--- src/rtl/keypad_scanner_if.sv ---
`default_nettype none
// ============================================================================
//  Module      : keypad_scanner_if
//  Description : Key-code stream between the keypad scanner (master) and its
//                consumer (slave). The head of the key FIFO is presented with
//                a valid/ready handshake, along with the current occupancy.
//  Revision    : 1.0 - initial release
// ============================================================================
interface keypad_scanner_if #(
    parameter int CODEW = 4,
    parameter int CNTW  = 3
);
    logic [CODEW-1:0] key_code;
    logic             key_valid;
    logic             key_ready;
    logic [CNTW-1:0]  fifo_count;

    modport master (
        output key_code,
        output key_valid,
        output fifo_count,
        input  key_ready
    );

    modport slave (
        input  key_code,
        input  key_valid,
        input  fifo_count,
        output key_ready
    );
endinterface
`default_nettype wire

--- src/rtl/keypad_scanner.sv ---
`default_nettype none
// ============================================================================
//  Module      : keypad_scanner
//  Description : Matrix keypad scanner. Walks a one-cold column drive, samples
//                active-low rows, debounces press and release, rejects
//                multi-key chords, optionally auto-repeats a held key, and
//                queues key codes in a first-word-fall-through FIFO.
//  Revision    : 1.0 - initial release
// ============================================================================
module keypad_scanner #(
    parameter int NROWS      = 4,
    parameter int NCOLS      = 4,
    parameter int DEBOUNCE   = 3,
    parameter int REPEAT     = 0,
    parameter int FIFO_DEPTH = 4,
    parameter int CODEW      = $clog2(NROWS*NCOLS)
) (
    input  wire logic             slowclk,
    input  wire logic             reset,
    input  wire logic [NROWS-1:0] rows,
    output logic      [NCOLS-1:0] cols,
    output logic                  multi_key,
    output logic                  overflow,
    keypad_scanner_if.master      key_if
);

    localparam int COLW = $clog2(NCOLS);
    localparam int ROWW = $clog2(NROWS);
    localparam int DBW  = $clog2(DEBOUNCE + 1);
    localparam int RPTW = (REPEAT > 0) ? $clog2(REPEAT + 1) : 1;
    localparam int PTRW = $clog2(FIFO_DEPTH);
    localparam int CNTW = $clog2(FIFO_DEPTH + 1);

    typedef enum logic [1:0] {
        S_SCAN     = 2'd0,
        S_DEBOUNCE = 2'd1,
        S_HELD     = 2'd2,
        S_RELEASE  = 2'd3
    } state_t;

    // ------------------------------------------------------------------
    // Scanner state
    // ------------------------------------------------------------------
    state_t            state_q, state_d;
    logic [COLW-1:0]   col_q, col_d;
    logic [DBW-1:0]    cnt_q, cnt_d;
    logic [RPTW-1:0]   rpt_q, rpt_d;
    logic [NROWS-1:0]  pat_q, pat_d;
    logic [CODEW-1:0]  code_q, code_d;
    logic              multi_key_q, multi_key_d;
    logic              push;

    // ------------------------------------------------------------------
    // FIFO state
    // ------------------------------------------------------------------
    logic [CODEW-1:0]  mem_q [FIFO_DEPTH];
    logic [PTRW-1:0]   wr_q, rd_q;
    logic [CNTW-1:0]   count_q;
    logic              overflow_q;

    // Row decode helpers
    logic [NROWS-1:0]  rows_low;
    logic              any_low;
    logic              one_low;
    logic [ROWW-1:0]   row_idx;
    logic [CODEW-1:0]  new_code;
    logic [COLW-1:0]   col_next;
    logic [DBW-1:0]    cnt_inc;
    logic [RPTW-1:0]   rpt_inc;

    // Classify the sampled rows: any key, exactly one key, and which row
    always_comb begin
        rows_low = ~rows;
        any_low  = |rows_low;
        one_low  = any_low && ((rows_low & (rows_low - NROWS'(1))) == '0);
        row_idx  = '0;
        for (int i = 0; i < NROWS; i++) begin
            if (rows_low[i]) begin
                row_idx = ROWW'(i);
            end
        end
        new_code = CODEW'(col_q) * CODEW'(NROWS) + CODEW'(row_idx);
        col_next = (col_q == COLW'(NCOLS - 1)) ? '0 : col_q + COLW'(1);
        cnt_inc  = cnt_q + DBW'(1);
        rpt_inc  = rpt_q + RPTW'(1);
    end

    // Scanner next-state: column walk, debounce, hold/repeat and release
    always_comb begin
        state_d     = state_q;
        col_d       = col_q;
        cnt_d       = cnt_q;
        rpt_d       = rpt_q;
        pat_d       = pat_q;
        code_d      = code_q;
        multi_key_d = 1'b0;
        push        = 1'b0;
        case (state_q)
            S_SCAN: begin
                if (!any_low) begin
                    col_d = col_next;
                end else if (one_low) begin
                    pat_d   = rows;
                    code_d  = new_code;
                    cnt_d   = DBW'(1);
                    state_d = S_DEBOUNCE;
                end else begin
                    multi_key_d = 1'b1;
                    col_d       = col_next;
                end
            end
            S_DEBOUNCE: begin
                if (rows == pat_q) begin
                    cnt_d = cnt_inc;
                    if (cnt_inc == DBW'(DEBOUNCE)) begin
                        push    = 1'b1;
                        rpt_d   = '0;
                        state_d = S_HELD;
                    end
                end else begin
                    state_d = S_SCAN;
                    col_d   = col_next;
                end
            end
            S_HELD: begin
                if (any_low) begin
                    if (REPEAT > 0) begin
                        if (rpt_inc == RPTW'(REPEAT)) begin
                            push  = 1'b1;
                            rpt_d = '0;
                        end else begin
                            rpt_d = rpt_inc;
                        end
                    end
                end else begin
                    cnt_d   = DBW'(1);
                    state_d = S_RELEASE;
                end
            end
            S_RELEASE: begin
                // A low sample here is contact bounce: go back to holding
                // without pushing again; the repeat phase is preserved.
                if (!any_low) begin
                    cnt_d = cnt_inc;
                    if (cnt_inc == DBW'(DEBOUNCE)) begin
                        state_d = S_SCAN;
                        col_d   = col_next;
                    end
                end else begin
                    state_d = S_HELD;
                end
            end
            default: begin
                state_d = S_SCAN;
            end
        endcase
    end

    // Scanner state registers
    always_ff @(posedge slowclk or posedge reset) begin
        if (reset) begin
            state_q     <= S_SCAN;
            col_q       <= '0;
            cnt_q       <= '0;
            rpt_q       <= '0;
            pat_q       <= '1;
            code_q      <= '0;
            multi_key_q <= 1'b0;
        end else begin
            state_q     <= state_d;
            col_q       <= col_d;
            cnt_q       <= cnt_d;
            rpt_q       <= rpt_d;
            pat_q       <= pat_d;
            code_q      <= code_d;
            multi_key_q <= multi_key_d;
        end
    end

    // FIFO handshake decode; a pop frees a slot for a same-cycle push
    logic pop;
    logic full;
    logic push_ok;

    always_comb begin
        pop     = (count_q != '0) && key_if.key_ready;
        full    = (count_q == CNTW'(FIFO_DEPTH));
        push_ok = push && (!full || pop);
    end

    // FIFO storage, pointers, occupancy and sticky overflow flag
    always_ff @(posedge slowclk or posedge reset) begin
        if (reset) begin
            for (int i = 0; i < FIFO_DEPTH; i++) begin
                mem_q[i] <= '0;
            end
            wr_q       <= '0;
            rd_q       <= '0;
            count_q    <= '0;
            overflow_q <= 1'b0;
        end else begin
            if (push_ok) begin
                mem_q[wr_q] <= code_q;
                wr_q        <= wr_q + PTRW'(1);
            end
            if (pop) begin
                rd_q <= rd_q + PTRW'(1);
            end
            case ({push_ok, pop})
                2'b10:   count_q <= count_q + CNTW'(1);
                2'b01:   count_q <= count_q - CNTW'(1);
                default: count_q <= count_q;
            endcase
            if (push && !push_ok) begin
                overflow_q <= 1'b1;
            end
        end
    end

    assign cols              = ~(NCOLS'(1) << col_q);
    assign multi_key         = multi_key_q;
    assign overflow          = overflow_q;
    assign key_if.key_code   = mem_q[rd_q];
    assign key_if.key_valid  = (count_q != '0);
    assign key_if.fifo_count = count_q;

endmodule
`default_nettype wire
--- src/flat_wrapper.sv ---
// flat-port wrapper written by rule: the top's interface ports become plain ports
module keypad_scanner_flat 
#(
    parameter int NROWS      = 4,
    parameter int NCOLS      = 4,
    parameter int DEBOUNCE   = 3,
    parameter int REPEAT     = 0,
    parameter int FIFO_DEPTH = 4,
    parameter int CODEW      = $clog2(NROWS*NCOLS)
)
  (slowclk, reset, rows, cols, multi_key, overflow, key_if_key_code, key_if_key_valid, key_if_fifo_count, key_if_key_ready);
  keypad_scanner_if #(.CODEW(CODEW)) key_if_i ();
  input  wire logic slowclk;
  input  wire logic reset;
  input  wire logic [NROWS-1:0] rows;
  output logic      [NCOLS-1:0] cols;
  output logic multi_key;
  output logic overflow;
  output wire logic [$bits(key_if_i.key_code)-1:0] key_if_key_code;
  output wire logic [$bits(key_if_i.key_valid)-1:0] key_if_key_valid;
  output wire logic [$bits(key_if_i.fifo_count)-1:0] key_if_fifo_count;
  input wire logic [$bits(key_if_i.key_ready)-1:0] key_if_key_ready;
  assign key_if_key_code = key_if_i.key_code;
  assign key_if_key_valid = key_if_i.key_valid;
  assign key_if_fifo_count = key_if_i.fifo_count;
  assign key_if_i.key_ready = key_if_key_ready;
  keypad_scanner #(.NROWS(NROWS), .NCOLS(NCOLS), .DEBOUNCE(DEBOUNCE), .REPEAT(REPEAT), .FIFO_DEPTH(FIFO_DEPTH), .CODEW(CODEW)) u_core (.slowclk(slowclk), .reset(reset), .rows(rows), .cols(cols), .multi_key(multi_key), .overflow(overflow), .key_if(key_if_i));
endmodule
--- config.mk ---
export PLATFORM = sky130hd
export DESIGN_NAME = keypad_scanner_flat
export DESIGN_NICKNAME = d
export VERILOG_FILES = /design/src/rtl/keypad_scanner_if.sv /design/src/rtl/keypad_scanner.sv /design/src/flat_wrapper.sv
export SDC_FILE = /design/constraint.sdc
export NUM_CORES = 1
export LEC_CHECK = 0
export ABC_AREA = 0
export CAP_MARGIN = 20
export CORE_UTILIZATION = 35
export DETAILED_ROUTE_END_ITERATION = 8
export GPL_TIMING_DRIVEN = 0
export PLACE_DENSITY = 0.54
export SYNTH_ARGS = -nofsm -noshare
export SYNTH_HDL_FRONTEND = slang
export SYNTH_SLANG_ARGS = --single-unit
--- constraint.sdc ---
create_clock -name slowclk -period 2.11 [get_ports slowclk]
set_input_delay 0.422 -clock slowclk [delete_from_list [all_inputs] [get_ports slowclk]]
set_output_delay 0.422 -clock slowclk [all_outputs]
set_load 0.02 [all_outputs]
# Yosys cells after proc, flatten, opt, wreduce, memory -nomap -nowiden
# Index checks and enable logic that the tools add are counted.
[word_totals] regBits=39 latch_bits=0 mem_bits_rw=0 rom_bits=0 in_bits=7 out_inout_bits=14 mem_count=0
[op_classes] add_sub_neg=8 mul=0 div_mod_pow=0 order_cmp=3 n_eq_ne=19 shift=1 muxes=35 bitwise_logic=5 reduce_logical=18
[op_table] operator="$mux 2" n=18
[op_table] operator="$bwmux 16" n=1
[op_table] operator="$pmux 2 s4" n=2
[op_table] operator="$reduce_and 5->1" n=3
[op_table] operator="$mux 4" n=3
[op_table] operator="$eq 2x2->1 const B" n=5
[op_table] operator="$add 2x1->2 const B" n=4
[op_table] operator="$bmux 4 s2" n=1
[op_table] operator="$demux 4 s2" n=1
[op_table] operator="$ne 2x1->1 const B" n=4
[op_table] operator="$not 4->4" n=2
[op_table] operator="$mux 1" n=7
[op_table] operator="$ge 3x3->1 const B" n=2
[op_table] operator="$ne 2x2->1 const B" n=3
[op_table] operator="$ne 3x3->1 const B" n=2
[op_table] operator="$not 2->3" n=2
[op_table] operator="$pmux 2 s3" n=1
[op_table] operator="$pmux 3 s2" n=1
[op_table] operator="$reduce_bool 3->1" n=2
[op_table] operator="$logic_and 1x1->1" n=5
[op_table] operator="$add 4x2->4" n=1
[op_table] operator="$and 4x4->4" n=1
[op_table] operator="$eq 2x1->1 const B" n=2
[op_table] operator="$eq 4x4->1" n=1
[op_table] operator="14 further kinds" n=15

# Logic depth before layout (Yosys ltp)
[logic_depth] ltp_word=8 depth_mapped=11

# Worst setup path before layout
# OpenSTA, ideal clock, no wires.
[synth_path] path_type="register -> register" start="register u_core.count_q[0] (netlist: u_core.key_if.fifo_count[0])" end="register u_core.count_q[2] (netlist: u_core.key_if.fifo_count[2])" setup_ps=80 arrival_time_ps=2271 required_time_ps=2030 path_slack_ps=-241 path_stages_with_launch=11 n_path_buf=0 period_less_slack_ps=2351 path_cell_list="dfrtp_1 > or4b_1 > nand2_1 > nor3_4 > inv_1 > ha_1 > inv_1 > fa_1 > xor2_1 > nor2_1 > xor2_1"
[synth_via] elab_chain_len=6
[synth_rtl] item="start, declared" line="keypad_scanner.sv:58" rtl="logic [CNTW-1:0] count_q;"
[synth_rtl] item="start signal, assigned" line="keypad_scanner.sv:210" rtl="2'b10: count_q <= count_q + CNTW'(1);"
[synth_rtl] item="start signal, assigned" line="keypad_scanner.sv:211" rtl="2'b01: count_q <= count_q - CNTW'(1);"
[synth_rtl] item="start signal, assigned" line="keypad_scanner.sv:212" rtl="default: count_q <= count_q;"
[synth_rtl] item="$eq 3x3->1 or $reduce_bool 3->1 (tied branches)" line="keypad_scanner.sv:187, keypad_scanner.sv:186"
[synth_rtl] item="$logic_not 1->1 or $logic_and 1x1->1 (tied branches)" line="keypad_scanner.sv:188, keypad_scanner.sv:186"
[synth_rtl] item="$logic_or 1x1->1" line="keypad_scanner.sv:188" rtl="push_ok = push && (!full || pop);"
[synth_rtl] item="$logic_and 1x1->1" line="keypad_scanner.sv:188"
[synth_rtl] item="$eq 2x1->1 or $eq 2x2->1 (tied branches)" line="keypad_scanner.sv:209" rtl="case ({push_ok, pop})"
[synth_rtl] item="$pmux 3 s2 or $reduce_bool 2->1 (tied branches)"
# Parallel ways exist; a longest one is shown, timed or not.
# A chain may end at the register's enable or synchronous reset.

# Worst setup path in the final report
[layout_path] start="register u_core.count_q[1] (netlist: u_core.key_if.fifo_count[1])" end="register u_core.count_q[2] (netlist: u_core.key_if.fifo_count[2])"
# The elaborated chain is that of the path after synthesis.

==> impl_metrics.ini <==
[power]
power_density_nw_per_um2 = 948
vdd_ir_drop_max_v = 0.000416
power.total_mw = 2.33
p_leak_nw = 1.21

[worst_setup_path]
slowest_stage = or4b_4
worst-r2r-cell-count = 10
path_max_fanout = 2
cp_top_family = simple AND/OR/NAND/NOR gates
arrival_ns = 2.37
crit_buf_inv = 2
crit_path_start_kind = flop
end_kind = flop
critPathRequiredTime_ns = 2.31
rrSetupSlack_ns = -0.06
worst-path-stages = 10
path_class = reg2reg
critPathMostFrequentCell = xor2_1
path_cells = or4b_4 -> nand2_4 -> nor3_4 -> inv_1 -> ha_2 -> inv_2 -> fa_2 -> xor2_1 -> nor2_1 -> xor2_1
critical_path.max_stage_delay_ns = 0.56

[sta]
setup_viol = 1
hold_viol = 0
post-route-period-util_pct = 103
rsz0062_at_grt = yes
period_needed_ns = 2.17
slew_viol_final = 0
max_slew_margin_pct = 46.4
tns_ns = -0.0590
setup_slack_ns = -0.0590
skew_ns = 0.00858
fmax_mhz = 461
worstMarginPinSlew_ns = 0.802

[placement]
dp.final_hpwl_mm = 2.64
gp_congestion = 0.734
dp_slack_ns = -0.743
place_area_um2 = 2310
portBuffers = 19

[run]
max_cap_viol_count = 0

[worst_hold_path]
min_path_type = in2reg
hold_depth = 3

[synth]
netlist_area_um2 = 2020
synthArstFlopShare_pct = 100
synth_cells = 166
synth_flop_cell = dfrtp_1
syn_avg_cell_area_um2 = 12.2
synth-edff-count = 0
seq_area_frac_synth_pct = 48.6
yosys_warnings = 0
ys_seq_elements = 39
ys_types = 45
syn_nets = 184

[layout]
final_cell_mix = 32 x dfrtp_1, 17 x nand2_1, 14 x mux2_1
final_layout_size_suffix_gt1_share_pct = 27.1
final_common_cell = dfrtp_1
syn2layout_area_growth_pct = 21.6
design_area_um2 = 2450
fin_nets = 216
n_antenna_cell = 0
fin_util_pct = 44.3
fillCellCount = 545

[routing]
drtAntennaViolNets = 0
drc = 0
vias_per_cell = 4.72
wl_mm = 3.62
first_iter_violations = 61
routedWlPerCell_um = 13.4
via_count = 1278
dr.pass1.iters = 4

[die]
dieWidth_um = 77.9
start_util_pct = 36.4
die_area_um2 = 6070
num_rows = 27
ios = 21
fp.coreArea_um2 = 5540
dieHeight_um = 77.9

[grt]
grt_pass1_vias = 1328
grt_first_pass_wirelength_mm = 6.31
grt_use_total_pct = 13.6
grt_max_degree = 40
grt_overflow = 0
antenna_found_initial = 0

[cts]
clock_path_buffers = 2
postCtsHoldBufs = 0
cts_sinks = 39
clkSlewWorstSetupHoldPaths_ns = 0.08
h-tree-depth = 2
cts_inserted_buffers = 5
clk_latency_ns = 0.28
cts_root_buffer = clkbuf_8
cts_tree = yes

[run_status]
violations = negative setup slack
status = finished with violations
-- worst paths after layout --
check | to | start
setup / recovery | u_core.key_if.fifo_count[2] | u_core.key_if.fifo_count[1]
hold / removal | u_core.pat_q[3] | rows[3]
setup reg to reg | u_core.key_if.fifo_count[2] | u_core.key_if.fifo_count[1]
hold reg to reg | u_core.pat_q[0] | u_core.pat_q[0]
max in group asynchronous | u_core.key_if.fifo_count[1] | reset
min in group asynchronous | u_core.code_q[3] | reset
-- state kept, by name, summed over array words and instances, names as in the netlist --
signal / flops
u_core.rd_q: 2
u_core.multi_key: 1
u_core.overflow: 1
u_core.code_q: 4
u_core.state_q: 2
u_core.wr_q: 2
u_core.mem_q: 16
u_core.cnt_q: 2
u_core.key_if.fifo_count: 3
u_core.col_q: 2
u_core.pat_q: 4
-- routing by layer --
layer	track usage (%)	share of wire, %	up-vias
met3	3.29	2.3	5
li1	-	-	625
met5	0	0	-
met1	17.6	46	634
met2	22.5	50	14
met4	3.89	0.86	0
-- cells in the mapped netlist (2+ instances only) --
cell | number | area (µm²)
o21ai_0 | 2 | 10.0
xor2_1 | 3 | 26.3
xnor2_1 | 6 | 52.6
dfrtp_1 | 35 | 876
mux2i_1 | 3 | 30.0
nor2_1 | 8 | 30.0
buf_2 | 3 | 15.0
nand2_4 | 3 | 33.8
inv_1 | 14 | 52.6
and2_1 | 2 | 12.5
a31oi_1 | 2 | 12.5
dfstp_2 | 4 | 105
mux2_1 | 14 | 158
o21ai_1 | 2 | 10.0
a21oi_1 | 3 | 15.0
ha_1 | 10 | 125
nand2_1 | 18 | 67.6
mux2_2 | 4 | 45.0
mux4_2 | 4 | 90.1
-- worst min-delay path, cell delays in order --
cell and delay [ns]:
buf_6 0.12, nand2_1 0.06, nand2_1 0.04
-- final cells by class --
class | instances | area [µm²] | area share (%)
multi-input combinational | 108 | 978 | 39.9
tap | 72 | 90.1 | 3.67
clock inverter | 2 | 12.5 | 0.510
sequential | 39 | 985 | 40.1
timing repair buffer | 26 | 236 | 9.64
clock buffer | 6 | 72.6 | 2.96
inverter | 14 | 52.6 | 2.14
buffer | 4 | 26.3 | 1.07
-- report_power, final --
group	switching, mW	total (mW)	internal, mW	leakage, nW
combinational	0.382	0.792	0.411	0.686
sequential	0.154	1.05	0.896	0.483
clock	0.252	0.483	0.231	0.0412
-- cells by family after synthesis --
family | count (synthesis) | synth area share (%)
compound gates | 14 | 4.65
xor+xnor | 10 | 4.71
fa+ha+maj | 12 | 7.75
buf+inv | 19 | 4.09
flops | 39 | 48.6
mux | 25 | 16.0
simple gates | 47 | 14.2
-- repair_timing --
item | CTS | global route
setup buffers | 6 | 1
resized for setup | 11 | 3
pin swaps | 3 | 2
endpoints found under the setup margin | 19 | 4
-- through the flow --
stage | instances | hold slack (ns)
2_1_floorplan | 166 | 0.446
3_3_place_gp | 257 | 0.458
4_1_cts | 270 | 0.335
3_5_place_dp | 257 | 0.459
5_1_grt | 271 | 0.343
6_report | 271 | 0.348
(Power assumes the default switching activity.)
==> variant: new RTL, config.mk and constraints unchanged <==
`NROWS` is set to 4 in 2 places; all go to 8.
--- a/src/rtl/keypad_scanner.sv
+++ b/src/rtl/keypad_scanner.sv
@@ -9,5 +9,5 @@
 // ============================================================================
 module keypad_scanner #(
-    parameter int NROWS      = 4,
+    parameter int NROWS      = 8,
     parameter int NCOLS      = 4,
     parameter int DEBOUNCE   = 3,
--- a/src/flat_wrapper.sv
+++ b/src/flat_wrapper.sv
@@ -2,5 +2,5 @@
 module keypad_scanner_flat 
 #(
-    parameter int NROWS      = 4,
+    parameter int NROWS      = 8,
     parameter int NCOLS      = 4,
     parameter int DEBOUNCE   = 3,
Ports: changed (resized key_if_key_code and rows); port bits go from 21 to 26. The function was not compared with the original's and may differ.
==> variant against the unedited design <==
The run still ends with setup timing left. Final area rose by 35%. Sequential cell count rose by 9. Total power rose by 11%. Area after synthesis rose by 35%. Worst setup slack got worse by 0.087 ns. Utilization rose by 0.72 points. Wire length rose by 35%. Worst hold slack got worse by 0.023 ns. First-iteration DRC count fell by 54%. Count of clock-buffer cells in the layout fell by 1. Via count rose by 32%. Synthesized cell count rose by 32%. Combinational power fell by 29%. Critical path depth fell by 1.
==> variant: results (changes against the unedited design) <==
\begin{tabular}{lr}
\hline
Metric & Value \\
\hline
\multicolumn{2}{l}{\textbf{Final layout}} \\
Fraction of final layout cells sized beyond drive strength 1 & 38.0\% (+11 points) \\
Flip-flop and latch share of the layout cell area & 36.7\% (-3.4 points) \\
Num sequential & 48 (+23\%) \\
Count of inverters not on the clock network in the layout & 19 (+5) \\
Signal buf overhead & 11.2\% (+0.46 points) \\
Fin cells & 354 (+31\%) \\
Number of buffers other than clock buffers in the final layout & 42 (+40\%) \\
Biggest registers after layout & u\_core.mem\_q: 20 flops, u\_core.pat\_q: 8 flops, u\_core.code\_q: 5 flops \\
\multicolumn{2}{l}{\textbf{Power}} \\
Highest ir drop seen on vdd & 0.292 mV (-30\%) \\
Power of the combinational group & 0.566 mW (-29\%) \\
Sequential Power & 1.10 mW (+5\%) \\
Internal Dissipation & 1.88 mW (+22\%) \\
\multicolumn{2}{l}{\textbf{Global route}} \\
Global-route wire length before repair & 8760 um (+39\%) \\
GRT Total Usage & 13.4\% (-0.15 points) \\
Largest net degree at the start of global routing & 42 (+5.0\%) \\
\multicolumn{2}{l}{\textbf{Synth}} \\
Cell types with the highest counts after synthesis & sky130\_fd\_sc\_hd\_\_dfrtp\_1, sky130\_fd\_sc\_hd\_\_mux2\_4, sky130\_fd\_sc\_hd\_\_inv\_1 \\
Share of cell area taken by muxes after synthesis & 21.7\% (+5.7 points) \\
Xor-xnor portion of the synthesized cell area & 4.51\% (-0.20 points) \\
Adder-cell share of the synthesized area & 5.71\% (-2.0 points) \\
Net count of the mapped netlist & 241 (+31\%) \\
Share of the synthesized area in compound gates (AO/OA/AOI/OAI) & 6.22\% (+1.6 points) \\
\multicolumn{2}{l}{\textbf{Critical path}} \\
Largest stage delay, worst path & 0.54 ns (-0.02 ns) \\
Startpoint of the most critical register-to-register path & u\_core.pat\_q[0] \\
Critical path arrival & 2.48 ns (+0.11 ns) \\
\multicolumn{2}{l}{\textbf{Outcome}} \\
Result of the run & finished with violations \\
Violated checks & setup timing \\
\multicolumn{2}{l}{\textbf{Detailed routing}} \\
Iter 0 DRT Violations & 28 (-54\%) \\
Met3 Wirelength & 125 um (+51\%) \\
DR WL met2 & 2390 um (+31\%) \\
Number of vias per cell & 4.76 (+0.87\%) \\
\multicolumn{2}{l}{\textbf{Clocking}} \\
Total setup buffers inserted after CTS & 9 (+3) \\
Resized cells post-CTS & 19 (+8) \\
Clk Latency, worst-skew pair & 0.30 ns (+0.02 ns) \\
\multicolumn{2}{l}{\textbf{Timing}} \\
Final setup fails & 24 (+23) \\
Post-layout worst setup margin & -0.146 ns (-0.0872 ns) \\
Final setup skew & 0.00586 ns (-0.00273 ns) \\
Relative slew slack & 75.4\% (+29 points) \\
\multicolumn{2}{l}{\textbf{Placed design}} \\
Post-placement cell area & 3090 sq um (+34\%) \\
\multicolumn{2}{l}{\textbf{Worst hold path}} \\
Hold Crit Class & in -> async \\
\hline
\end{tabular}
## variant: through the flow
step / util, % / power (mW) / hold slack [ns]
finish: 45.0 / 2.58 / 0.326
global route: 45.0 / 2.72 / 0.328
CTS: 44.8 / 2.63 / 0.320
detailed placement: 41.9 / 1.68 / 0.450
global placement: 41.7 / 1.67 / 0.448
floorplan: - / 1.47 / 0.476
## variant: how the worst max path moves through the flow
| stage | start | endpoint | slack, ns | cells after the start |
|---|---|---|---|---|
| finish | key_if_key_ready | u_core.key_if.fifo_count[2] | -0.15 | 9 |
| global route | u_core.pat_q[0] | u_core.mem_q[18] | -0.27 | 8 |
| CTS | u_core.pat_q[5] | u_core.mem_q[18] | -0.20 | 8 |
| floorplan | rows[5] | u_core.key_if.fifo_count[2] | -0.22 | 12 |
| global placement | rows[1] | u_core.key_if.fifo_count[2] | -0.82 | 12 |
| detailed placement | rows[1] | u_core.key_if.fifo_count[2] | -0.86 | 12 |
